`src/rtl/pio_in_edge_irq.sv`:
```
// pio_in_edge_irq: Avalon-MM input PIO with per-bit synchronisation,
// programmable rising/falling edge capture, level- or edge-sensitive
// interrupt and a saturating event counter.
// Optional feature: define PIO_IN_DEBOUNCE_EN to insert a per-bit
// debounce filter between the synchroniser and the edge detector.
module pio_in_edge_irq #(
  parameter int WIDTH           = 32,
  parameter int SYNC_STAGES     = 2,
  parameter int DEBOUNCE_CYCLES = 16,
  parameter int CNT_WIDTH       = 16
) (
  input  logic             clk,
  input  logic             reset,
  input  logic [2:0]       address,
  input  logic             chipselect,
  input  logic             write_n,
  input  logic [31:0]      writedata,
  output logic [31:0]      readdata,
  input  logic [WIDTH-1:0] in_port,
  output logic             irq
);

  localparam logic [2:0] ADDR_DATA  = 3'd0;
  localparam logic [2:0] ADDR_RISE  = 3'd1;
  localparam logic [2:0] ADDR_MASK  = 3'd2;
  localparam logic [2:0] ADDR_CAP   = 3'd3;
  localparam logic [2:0] ADDR_FALL  = 3'd4;
  localparam logic [2:0] ADDR_MODE  = 3'd5;
  localparam logic [2:0] ADDR_CNT   = 3'd7;

  localparam logic [CNT_WIDTH-1:0] CNT_ONE = CNT_WIDTH'(1);

  // Bus decode
  logic             w_wr;
  logic [WIDTH-1:0] w_wdata;
  logic             w_unused;

  assign w_wr     = chipselect & ~write_n;
  assign w_wdata  = writedata[WIDTH-1:0];
  // Upper write-data bits beyond WIDTH carry no meaning.
  assign w_unused = ^writedata;

  // Input path
  logic [SYNC_STAGES-1:0][WIDTH-1:0] r_sync;
  logic [WIDTH-1:0]                  w_sync;
  logic [WIDTH-1:0]                  w_filt;
  logic [WIDTH-1:0]                  r_prev;

  // Shift the asynchronous inputs through the synchroniser chain
  always_ff @(posedge clk) begin
    if (reset) begin
      r_sync <= '0;
    end else begin
      r_sync <= {r_sync[SYNC_STAGES-2:0], in_port};
    end
  end

  assign w_sync = r_sync[SYNC_STAGES-1];

`ifdef PIO_IN_DEBOUNCE_EN
  localparam int              DB_W    = $clog2(DEBOUNCE_CYCLES + 1);
  localparam logic [DB_W-1:0] DB_LAST = DB_W'(DEBOUNCE_CYCLES - 1);
  localparam logic [DB_W-1:0] DB_ONE  = DB_W'(1);

  genvar gi;
  for (gi = 0; gi < WIDTH; gi++) begin : g_db
    logic [DB_W-1:0] r_db_cnt;
    logic            r_filt_bit;

    // filt follows sync only after they have disagreed for DEBOUNCE_CYCLES
    // consecutive cycles; any agreeing cycle restarts the count
    always_ff @(posedge clk) begin
      if (reset) begin
        r_db_cnt   <= '0;
        r_filt_bit <= 1'b0;
      end else if (w_sync[gi] == r_filt_bit) begin
        r_db_cnt   <= '0;
      end else if (r_db_cnt == DB_LAST) begin
        r_db_cnt   <= '0;
        r_filt_bit <= w_sync[gi];
      end else begin
        r_db_cnt   <= r_db_cnt + DB_ONE;
      end
    end

    assign w_filt[gi] = r_filt_bit;
  end
`else
  assign w_filt = w_sync;
`endif

  // Delayed copy of the filtered input for edge detection
  always_ff @(posedge clk) begin
    if (reset) begin
      r_prev <= '0;
    end else begin
      r_prev <= w_filt;
    end
  end

  // Control/status registers
  logic [WIDTH-1:0]     r_rise_en;
  logic [WIDTH-1:0]     r_fall_en;
  logic [WIDTH-1:0]     r_irq_mask;
  logic                 r_irq_mode;
  logic [WIDTH-1:0]     r_edge_cap;
  logic [CNT_WIDTH-1:0] r_event_cnt;

  logic [WIDTH-1:0]     w_ev;
  logic                 w_ev_any;
  logic [WIDTH-1:0]     w_clr;
  logic [WIDTH-1:0]     w_cap_next;
  logic [CNT_WIDTH-1:0] w_cnt_next;

  assign w_ev     = (w_filt & ~r_prev & r_rise_en) | (~w_filt & r_prev & r_fall_en);
  assign w_ev_any = |w_ev;

  // A fresh edge wins over a same-cycle write-1-to-clear so no event is lost.
  assign w_clr      = (w_wr && (address == ADDR_CAP)) ? w_wdata : '0;
  assign w_cap_next = w_ev | (r_edge_cap & ~w_clr);

  // Next event count: clear (or load 1 on a colliding event), else saturating increment
  always_comb begin
    w_cnt_next = r_event_cnt;
    if (w_wr && (address == ADDR_CNT)) begin
      w_cnt_next = w_ev_any ? CNT_ONE : '0;
    end else if (w_ev_any && !(&r_event_cnt)) begin
      w_cnt_next = r_event_cnt + CNT_ONE;
    end
  end

  // Software-writable configuration registers
  always_ff @(posedge clk) begin
    if (reset) begin
      r_rise_en  <= '1;
      r_fall_en  <= '0;
      r_irq_mask <= '0;
      r_irq_mode <= 1'b0;
    end else if (w_wr) begin
      case (address)
        ADDR_RISE: r_rise_en  <= w_wdata;
        ADDR_MASK: r_irq_mask <= w_wdata;
        ADDR_FALL: r_fall_en  <= w_wdata;
        ADDR_MODE: r_irq_mode <= writedata[0];
        default:   ;
      endcase
    end
  end

  // Edge capture and event counter update together on the detecting edge
  always_ff @(posedge clk) begin
    if (reset) begin
      r_edge_cap  <= '0;
      r_event_cnt <= '0;
    end else begin
      r_edge_cap  <= w_cap_next;
      r_event_cnt <= w_cnt_next;
    end
  end

  // Interrupt: level mode looks at the live filtered input, edge mode at
  // the capture register, so edge-mode irq lags the capture by one cycle
  always_ff @(posedge clk) begin
    if (reset) begin
      irq <= 1'b0;
    end else if (r_irq_mode) begin
      irq <= |(r_edge_cap & r_irq_mask);
    end else begin
      irq <= |(w_filt & r_irq_mask);
    end
  end

  // Read mux; unused upper bits and the reserved word read as zero
  logic [31:0] w_rd_mux;

  // Select the register addressed this cycle
  always_comb begin
    w_rd_mux = '0;
    case (address)
      ADDR_DATA: w_rd_mux[WIDTH-1:0] = w_filt;
      ADDR_RISE: w_rd_mux[WIDTH-1:0] = r_rise_en;
      ADDR_MASK: w_rd_mux[WIDTH-1:0] = r_irq_mask;
      ADDR_CAP:  w_rd_mux[WIDTH-1:0] = r_edge_cap;
      ADDR_FALL: w_rd_mux[WIDTH-1:0] = r_fall_en;
      ADDR_MODE: w_rd_mux[0]         = r_irq_mode;
      ADDR_CNT:  w_rd_mux[CNT_WIDTH-1:0] = r_event_cnt;
      default:   w_rd_mux = '0;
    endcase
  end

  // Registered read data, updated every cycle regardless of chipselect
  always_ff @(posedge clk) begin
    if (reset) begin
      readdata <= '0;
    end else begin
      readdata <= w_rd_mux;
    end
  end

endmodule

```
`config.mk`:
```
export PLATFORM = sky130hd
export DESIGN_NAME = pio_in_edge_irq
export DESIGN_NICKNAME = d
export VERILOG_FILES = /design/src/rtl/pio_in_edge_irq.sv
export SDC_FILE = /design/constraint.sdc
export NUM_CORES = 1
export LEC_CHECK = 0
export ABC_AREA = 1
export BUFFER_PORTS_ARGS = -buffer_cell sky130_fd_sc_hd__buf_2
export CORE_ASPECT_RATIO = 2
export CORE_MARGIN = 8
export CORE_UTILIZATION = 35
export CTS_CLUSTER_SIZE = 30
export DETAILED_ROUTE_END_ITERATION = 12
export PLACE_DENSITY = 0.55
export SLEW_MARGIN = 40
export SYNTH_ARGS = -nofsm -noshare
export SYNTH_HDL_FRONTEND = slang
export SYNTH_SLANG_ARGS = --single-unit
export TNS_END_PERCENT = 50
```
`constraint.sdc`:
```
create_clock -name clk -period 2.2 [get_ports clk]
set_input_delay 0.44 -clock clk [delete_from_list [all_inputs] [get_ports clk]]
set_output_delay 0.44 -clock clk [all_outputs]
set_load 0.02 [all_outputs]
```
==> impl_metrics.json, run 1 <==
{
  "worstHoldStart": "in_port[29]",
  "ys_types": 36,
  "portBuffers": 103,
  "synth_top_area_frac": 0.495,
  "crit_start": "r_event_cnt[7]",
  "crit_family": "simple AND/OR/NAND/NOR gates",
  "crit_type": "reg2reg",
  "async_reset_ff_frac": 0,
  "synth_nets": 1568,
  "grt_pass1_vias": 9534,
  "drc_errors": 0,
  "dr.pass1.iters": 5,
  "die_y_um": 268,
  "status": "finished clean",
  "worstPathRequired_ps": 2630,
  "crit_fanout": 10,
  "yosysMostFrequentCell": "dfxtp_1",
  "overflow": 0,
  "worst_pin_slew_ps": 544,
  "setup.worst_path.end_class": "flop",
  "synth.top_cells.by_area": "dfxtp_1, nand2_1, inv_1, o21ai_0, nor2_1",
  "numCtsBuffers": 26,
  "antennaDiodeCount": 0,
  "seq_area_frac_synth": 0.495,
  "core-area_um2": 31300,
  "dp_cells": 1993,
  "clock_skew_ps": 8.71,
  "fin_util": 0.427,
  "postSynthCellCount": 1496,
  "track_usage": 0.186,
  "rows": 92,
  "clkTransAtPathRegs_ps": 70,
  "seq_area_um2": 5490,
  "pre_cts_slack_ps": 311,
  "grt_max_degree": 61,
  "crit_top_cell": "nand2_1",
  "tns_ps": 0,
  "gp_congestion": 0.875,
  "slew_headroom": 0.628,
  "cp.arrival_ps": 2330,
  "die_area_um2": 38000,
  "vias": 10108,
  "fin_crit_sh": 0.862,
  "ys_ff_latch": 274,
  "cts-htree-levels": 1,
  "vias_per_cell": 4.95,
  "synth_edf_count": 0,
  "leakage_nw": 5.94,
  "maxCapViolCount": 0,
  "cpMaxStageDelayCell": "dfxtp_1",
  "hold_viol": 0,
  "yosysWarnings": 0,
  "hp-class": "in2reg",
  "cts-root-buf": "clkbuf_16",
  "start_util": 0.354,
  "hpwl_um": 24900,
  "cp-start-kind": "flop",
  "synth_flop_cell": "dfxtp_1",
  "syn_area_per_cell_um2": 7.41,
  "syn-cell-area_um2": 11100,
  "yosys.area.top_type": "dfxtp_1",
  "cts_setup_buffers": 0,
  "grt_first_pass_wirelength_um": 54800,
  "place_area_um2": 12300,
  "cts_tree": "built",
  "ir_drop_mv": 0.586,
  "drv_slew": 0,
  "multi_input_area_um2": 4390,
  "cp_cell_sequence": "nand2_1 -> nor3_1 -> nand2_2 -> nor2_4 -> nand3_4 -> nand2_4 -> nand2_1 -> nand2_1 -> a21oi_1",
  "max_stage_delay_ps": 480,
  "drt_iter0_markers": 675,
  "cts_sinks": 274,
  "fmax_mhz": 527,
  "rsz0062_at_grt": "false",
  "io_pins": 104,
  "clock_latency_ps": 550,
  "drive_gt1_frac": 0.130,
  "wl_per_cell_um": 17.5,
  "antenna_found_initial": 0,
  "fillers": 3321,
  "period_minus_slack_ps": 1900,
  "p_per_area_nw_per_um2": 870,
  "final_cells": 2040,
  "r2r_start": "r_event_cnt[7]",
  "finalInstanceArea_um2": 13400,
  "cts_buffer_depth": 3,
  "path_buf_inv": 0,
  "final_nets": 1670,
  "die_x_um": 142,
  "ant_nets": 0,
  "final-setup-viol-count": 0,
  "fin_total_pwr_mw": 11.6,
  "area_growth_pct": 20.5,
  "synth_common_cells": "dfxtp_1, nand2_1, inv_1, nor2_1, o21ai_0",
  "wl_um": 35700,
  "fin_hold_ws_ps": 92.3,
  "cts_hold_buf": 0,
  "ctsResizeCount": 0,
  "worst_slack_ps": 303
}
registers in the layout, indices dropped and copies added (netlist names):
signal and cells:
irq 1, r_edge_cap 32, r_event_cnt 16, r_fall_en 32
r_irq_mask 32, r_irq_mode 1, r_prev 32, r_rise_en 32
r_sync 32, readdata 32, w_filt 32
worst reg2reg max path: cells and delay by family, from the launching register on:
kind	cells	cell delay (ps)
AND/OR/NAND/NOR	8	1250
flip-flops	1	480
AO/OA/AOI/OAI	1	50
placed cells by master, fill, tap and decap left out, types with 2 or more instances in the layout:
master	n
a2111oi_0	2
a211oi_1	2
a21oi_1	116
a221oi_1	10
a22o_1	2
a311oi_1	10
a31oi_1	4
a32o_1	5
a32oi_1	2
buf_12	9
buf_2	102
buf_4	34
bufinv_16	10
clkbuf_16	27
clkbuf_8	4
clkinv_2	2
clkinvlp_4	2
dfxtp_1	274
inv_1	240
inv_2	5
nand2_1	265
nand3_1	57
nand4_1	11
nor2_1	155
nor2_2	3
nor2_4	4
nor3_1	20
nor3_4	2
o211ai_1	33
o21ai_0	149
o221ai_1	2
o22ai_1	38
xor2_1	6
cell type report:
class | count | share of cell area
clock buffer | 32 | 0.0550
multi-input combinational | 904 | 0.329
timing repair buffer | 146 | 0.0717
inverter | 246 | 0.0691
tap | 423 | 0.0396
sequential | 274 | 0.411
clock inverter | 15 | 0.0250
layer usage:
| metal | vias to the layer above | routed length (um) | track usage | share of wire |
|---|---|---|---|---|
| met1 | 4674 | 15800 | 0.236 | 0.44 |
| met3 | 66 | 1840 | 0.0268 | 0.052 |
| li1 | 5051 | - | - | - |
| met5 | - | 0 | 0 | 0 |
| met2 | 317 | 16500 | 0.302 | 0.46 |
| met4 | 0 | 1500 | 0.0893 | 0.042 |
kinds of logic (layout without fill, tap and decap cells):
family | after synthesis | count (layout) | share of synthesized area
AOI/OAI and AO/OA | 376 | 376 | 0.194
xor gates and xnor gates | 6 | 6 | 0.00474
adders and majority gates | 1 | 1 | 0.00113
buffers and inverters | 318 | 439 | 0.110
DFF | 274 | 274 | 0.495
and+or+nand+nor | 521 | 521 | 0.194
final timing paths:
path / endpoint / slack (ps) / cells past startpoint
setup / recovery: r_event_cnt[0] / 300 / 9
hold / removal: r_sync[29] / 90 / 3
setup reg to reg: r_event_cnt[0] / 300 / 9
hold reg to reg: w_filt[9] / 400 / 2
report_power, final:
group          leakage (nW)  internal, mW  total [mW]  switching, mW
sequential             2.24          5.13        5.24          0.103
combinational          3.18         0.268       0.814          0.546
clock                 0.517          3.54        5.57           2.03
No activity file was read; power rests on OpenSTA's default activity.
==> run 2: changes to the inputs <==
- CELL_PAD_IN_SITES_DETAIL_PLACEMENT: unset -> 1
- CELL_PAD_IN_SITES_GLOBAL_PLACEMENT: unset -> 2
- CORE_UTILIZATION: 35 -> 34
- PLACE_DENSITY: 0.55 -> unset
- PLACE_DENSITY_LB_ADDON: unset -> 0.1
==> run 2 against run 1 <==
Sequential power hardly changed. Cell count rose by 2.4%. Critical endpoint is now r_event_cnt[2]. Die area grew 2.7%. Flip-flop and latch count unchanged. Clock power decreased by 13%. Cell area increased by 1.4%. Fmax down 3.8%. Largest power group is now sequential cells.
==> impl_metrics.json, run 2 (synthesized netlist as in run 1, its figures left out) <==
{
  "die_x_um": 144,
  "fin_crit_sh": 0.896,
  "ant_nets": 0,
  "cts-root-buf": "clkbuf_16",
  "drt_iter0_markers": 480,
  "wl_per_cell_um": 20.5,
  "hp-class": "in2reg",
  "drc_errors": 0,
  "worst_slack_ps": 228,
  "ctsResizeCount": 0,
  "crit_family": "simple AND/OR/NAND/NOR gates",
  "worstPathRequired_ps": 2670,
  "track_usage": 0.222,
  "cp.arrival_ps": 2440,
  "maxCapViolCount": 0,
  "core-area_um2": 32100,
  "crit_type": "reg2reg",
  "path_buf_inv": 3,
  "hpwl_um": 31800,
  "cts-htree-levels": 1,
  "start_util": 0.345,
  "numCtsBuffers": 27,
  "pre_cts_slack_ps": 146,
  "clock_latency_ps": 560,
  "antenna_found_initial": 0,
  "wl_um": 42800,
  "cts_tree": "built",
  "drv_slew": 0,
  "status": "finished clean",
  "antennaDiodeCount": 0,
  "cp_cell_sequence": "inv_1 -> nand2_1 -> nand2_1 -> nand2_1 -> nand2_1 -> nor2_1 -> buf_4 -> nand2_1 -> nor2_1 -> nand2_1 -> nand2_4 -> buf_4 -> nand2_1 -> a21oi_1",
  "leakage_nw": 6.08,
  "clock_skew_ps": 18.1,
  "final_nets": 1714,
  "vias": 10487,
  "grt_pass1_vias": 11492,
  "grt_max_degree": 92,
  "tns_ps": 0,
  "cts_sinks": 274,
  "final-setup-viol-count": 0,
  "p_per_area_nw_per_um2": 812,
  "die_area_um2": 39000,
  "grt_first_pass_wirelength_um": 65900,
  "hold_viol": 0,
  "crit_top_cell": "nand2_1",
  "final_cells": 2089,
  "dr.pass1.iters": 5,
  "area_growth_pct": 22.2,
  "ir_drop_mv": 0.631,
  "cts_hold_buf": 0,
  "final_cell_mix": "dfxtp_1, nand2_1, inv_1",
  "drive_gt1_frac": 0.152,
  "slew_headroom": 0.477,
  "vias_per_cell": 5.02,
  "worst_pin_slew_ps": 764,
  "period_minus_slack_ps": 1970,
  "final_common_cell": "dfxtp_1",
  "portBuffers": 103,
  "fin_util": 0.422,
  "cp-start-kind": "flop",
  "io_pins": 104,
  "crit_fanout": 6,
  "fmax_mhz": 507,
  "max_stage_delay_ps": 340,
  "gp_congestion": 0.848,
  "setup.worst_path.end_class": "flop",
  "rsz0062_at_grt": "false",
  "die_y_um": 271,
  "cts_setup_buffers": 0,
  "fin_hold_ws_ps": 88.4,
  "rows": 93,
  "cpMaxStageDelayCell": "dfxtp_1",
  "overflow": 0,
  "dp_cells": 2040,
  "clkTransAtPathRegs_ps": 70,
  "cts_buffer_depth": 3
}
[run 2: area by class of cell]
class	count	area (um^2)
fillers	4078	18600
flip-flops and latches	274	5490
multi-input cells	904	4390
repair buffers	189	1290
inverters	246	923
clock buffers	37	773
well taps	427	534
clock inverters	12	144
[run 2: per-stage QoR]
stage               instance area [um^2]  power (mW)
floorplan                          11100        5.78
CTS                                13500        11.1
global placement                   12600        6.24
finish                             13500        11.0
global route                       13500        11.4
detailed placement                 12600        6.25
[run 2: metal layers]
metal	vias up	GRT usage	share of wire
met5	-	0	0
met4	0	0.121	0.056
met3	101	0.0271	0.031
met2	198	0.423	0.54
met1	5047	0.226	0.37
li1	5141	-	-
[run 2: final timing paths]
kind | from | endpoint | slack [ps] | cells past startpoint
max | r_prev[2] | r_event_cnt[2] | 230 | 14
min reg2reg | r_sync[3] | w_filt[3] | 400 | 2
min | in_port[24] | r_sync[24] | 90 | 3
max reg2reg | r_prev[2] | r_event_cnt[2] | 230 | 14
[run 2: report_power, final]
group | switching, mW | internal (mW) | leakage [nW]
Combinational | 0.591 | 0.298 | 3.39
Clock | 2.06 | 2.81 | 0.451
Sequential | 0.106 | 5.14 | 2.24
[run 2: tightest hold or removal path: stages]
cell	delay, ps
buf_2	70
inv_1	30
nor2_1	60
==> run 3: changes to the inputs <==
- BUFFER_PORTS_ARGS: -buffer_cell sky130_fd_sc_hd__buf_2 -> unset
- CORE_UTILIZATION: 34 -> 36
- DONT_BUFFER_PORTS: unset -> 1
- MAX_ROUTING_LAYER: unset -> met4
==> run 3 against run 2 <==
Sequential power grew 0.8%. Clock power grew 1%. Highest routed layer unchanged. Critical path depth shrank 2. Global-route usage grew 1.2 points. Critical endpoint is now r_event_cnt[0]. Flip-flop and latch count is the same.
==> impl_metrics.json, run 3 (synthesized netlist as in run 1, its figures left out) <==
{
  "finalInstanceArea_um2": 13100,
  "grt_pass1_vias": 10999,
  "io_pins": 104,
  "switching_share": 0.244,
  "crit_fanout": 13,
  "final-setup-viol-count": 0,
  "ir_drop_mv": 0.571,
  "ant_nets": 0,
  "cpMaxStageDelayCell": "dfxtp_1",
  "hpwl_um": 29100,
  "final_cell_mix": "dfxtp_1, nand2_1, inv_1",
  "grt_max_degree": 100,
  "wl_per_cell_um": 21.9,
  "core-area_um2": 30600,
  "cts-htree-levels": 1,
  "slew_headroom": 0.510,
  "period_minus_slack_ps": 2000,
  "track_usage": 0.234,
  "cp.arrival_ps": 2410,
  "fmax_mhz": 501,
  "p_comb_frac": 0.070,
  "status": "finished clean",
  "fin_crit_sh": 0.907,
  "grt_first_pass_wirelength_um": 65500,
  "dr.pass1.iters": 5,
  "wl_um": 42200,
  "max_stage_delay_ps": 300,
  "final_common_cell": "dfxtp_1",
  "die_x_um": 140,
  "vias": 10150,
  "clkTransAtPathRegs_ps": 60,
  "rows": 91,
  "start_util": 0.362,
  "fin_hold_ws_ps": 22.1,
  "numCtsBuffers": 27,
  "cts_buffer_depth": 3,
  "antennaDiodeCount": 0,
  "drc_errors": 0,
  "gp_congestion": 0.860,
  "setup.worst_path.end_class": "flop",
  "vias_per_cell": 5.27,
  "drt_iter0_markers": 582,
  "crit_top_cell": "nand2_1",
  "cts_setup_buffers": 0,
  "hold_viol": 0,
  "antenna_found_initial": 0,
  "clock_skew_ps": 22.8,
  "place_area_um2": 11700,
  "cp-start-kind": "flop",
  "rsz0062_at_grt": "false",
  "area_growth_pct": 18.0,
  "clock_latency_ps": 570,
  "die_y_um": 264,
  "worst_slack_ps": 205,
  "internal_power_mw": 8.30,
  "drive_gt1_frac": 0.0682,
  "cts_sinks": 274,
  "p_per_area_nw_per_um2": 839,
  "overflow": 0,
  "tns_ps": 0,
  "p_switching_mw": 2.68,
  "portBuffers": 0,
  "pwr-share-seq": 0.481,
  "crit_type": "reg2reg",
  "cts-root-buf": "clkbuf_16",
  "final_nets": 1607,
  "maxCapViolCount": 0,
  "cp_cell_sequence": "inv_1 -> o21ai_0 -> nand2_1 -> nand2_1 -> nor2_1 -> nand2_1 -> nor2_1 -> nand2_1 -> nand2_8 -> nand2_1 -> nand2_1 -> a21oi_1",
  "worstPathRequired_ps": 2620,
  "cts_tree": "built",
  "hp-class": "in2reg",
  "worst_pin_slew_ps": 717,
  "clockPowerShare": 0.449,
  "pre_cts_slack_ps": 197,
  "leakage_nw": 5.61,
  "die_area_um2": 37000,
  "drv_slew": 0
}
-- run 3: changes by cell type in the layout (fill, tap and decap cells not counted), moves of 2 or more --
cell           change
clkbuf_8           +3
buf_16             +2
buf_4             -44
clkinv_2           -2
buf_2            -102
dlygate4sd3_1     +39
-- run 3: final timing paths --
kind                                       end          start  cells after the start  slack [ps]
worst max-delay path            r_event_cnt[0]  r_rise_en[23]                     12         200
worst min-delay path             r_rise_en[31]  writedata[31]                      2          20
worst max register to register  r_event_cnt[0]  r_rise_en[23]                     12         200
worst min register to register       w_filt[9]      r_sync[9]                      2         400
-- run 3: routing by layer --
metal / up-vias / GRT usage / part of all wire
met5: - / - / 0
met4: 0 / 0.0897 / 0.039
met3: 71 / 0.0260 / 0.032
met2: 183 / 0.417 / 0.51
met1: 4979 / 0.264 / 0.42
li1: 4917 / - / -
-- run 3: metrics by stage --
stage	power (mW)	util	cells
after floorplan	5.78	-	1496
after global placement	6.01	0.381	1836
after detailed placement	6.03	0.381	1836
after CTS	11.1	0.427	1927
after global routing	11.4	0.427	1927
final	11.0	0.427	1927
-- run 3: area by class of cell --
type	count	area (um^2)
Inverter	246	923
Timing Repair Buffer	82	866
Clock inverter	9	126
Sequential cell	274	5490
Tap cell	372	465
Clock buffer	40	815
Fill cell	3706	17500
Multi-Input combinational cell	904	4400
-- run 3: power groups by stage --
stage	sequential, mW	combinational [mW]	clock [mW]
after floorplan	5.35	0.436	0
after global placement	5.39	0.623	0
after detailed placement	5.39	0.634	0
after CTS	5.28	0.771	5.06
after global routing	5.30	0.845	5.24
final	5.28	0.765	4.93
-- run 3: repair_timing --
action | CTS | global route
setup endpoints to repair | 0 | 1
endpoints found under the hold margin | 119 | 0
hold buffers | 42 | 0
gates resized for setup | 0 | 1
-- run 3: worst max-delay path: cells and delay by family, from the launching register on --
| family | cells | cell delay, ps |
|---|---|---|
| and+or+nand+nor | 9 | 1280 |
| DFF | 1 | 300 |
| AOI/OAI and AO/OA | 2 | 150 |
| buffers and inverters | 1 | 110 |
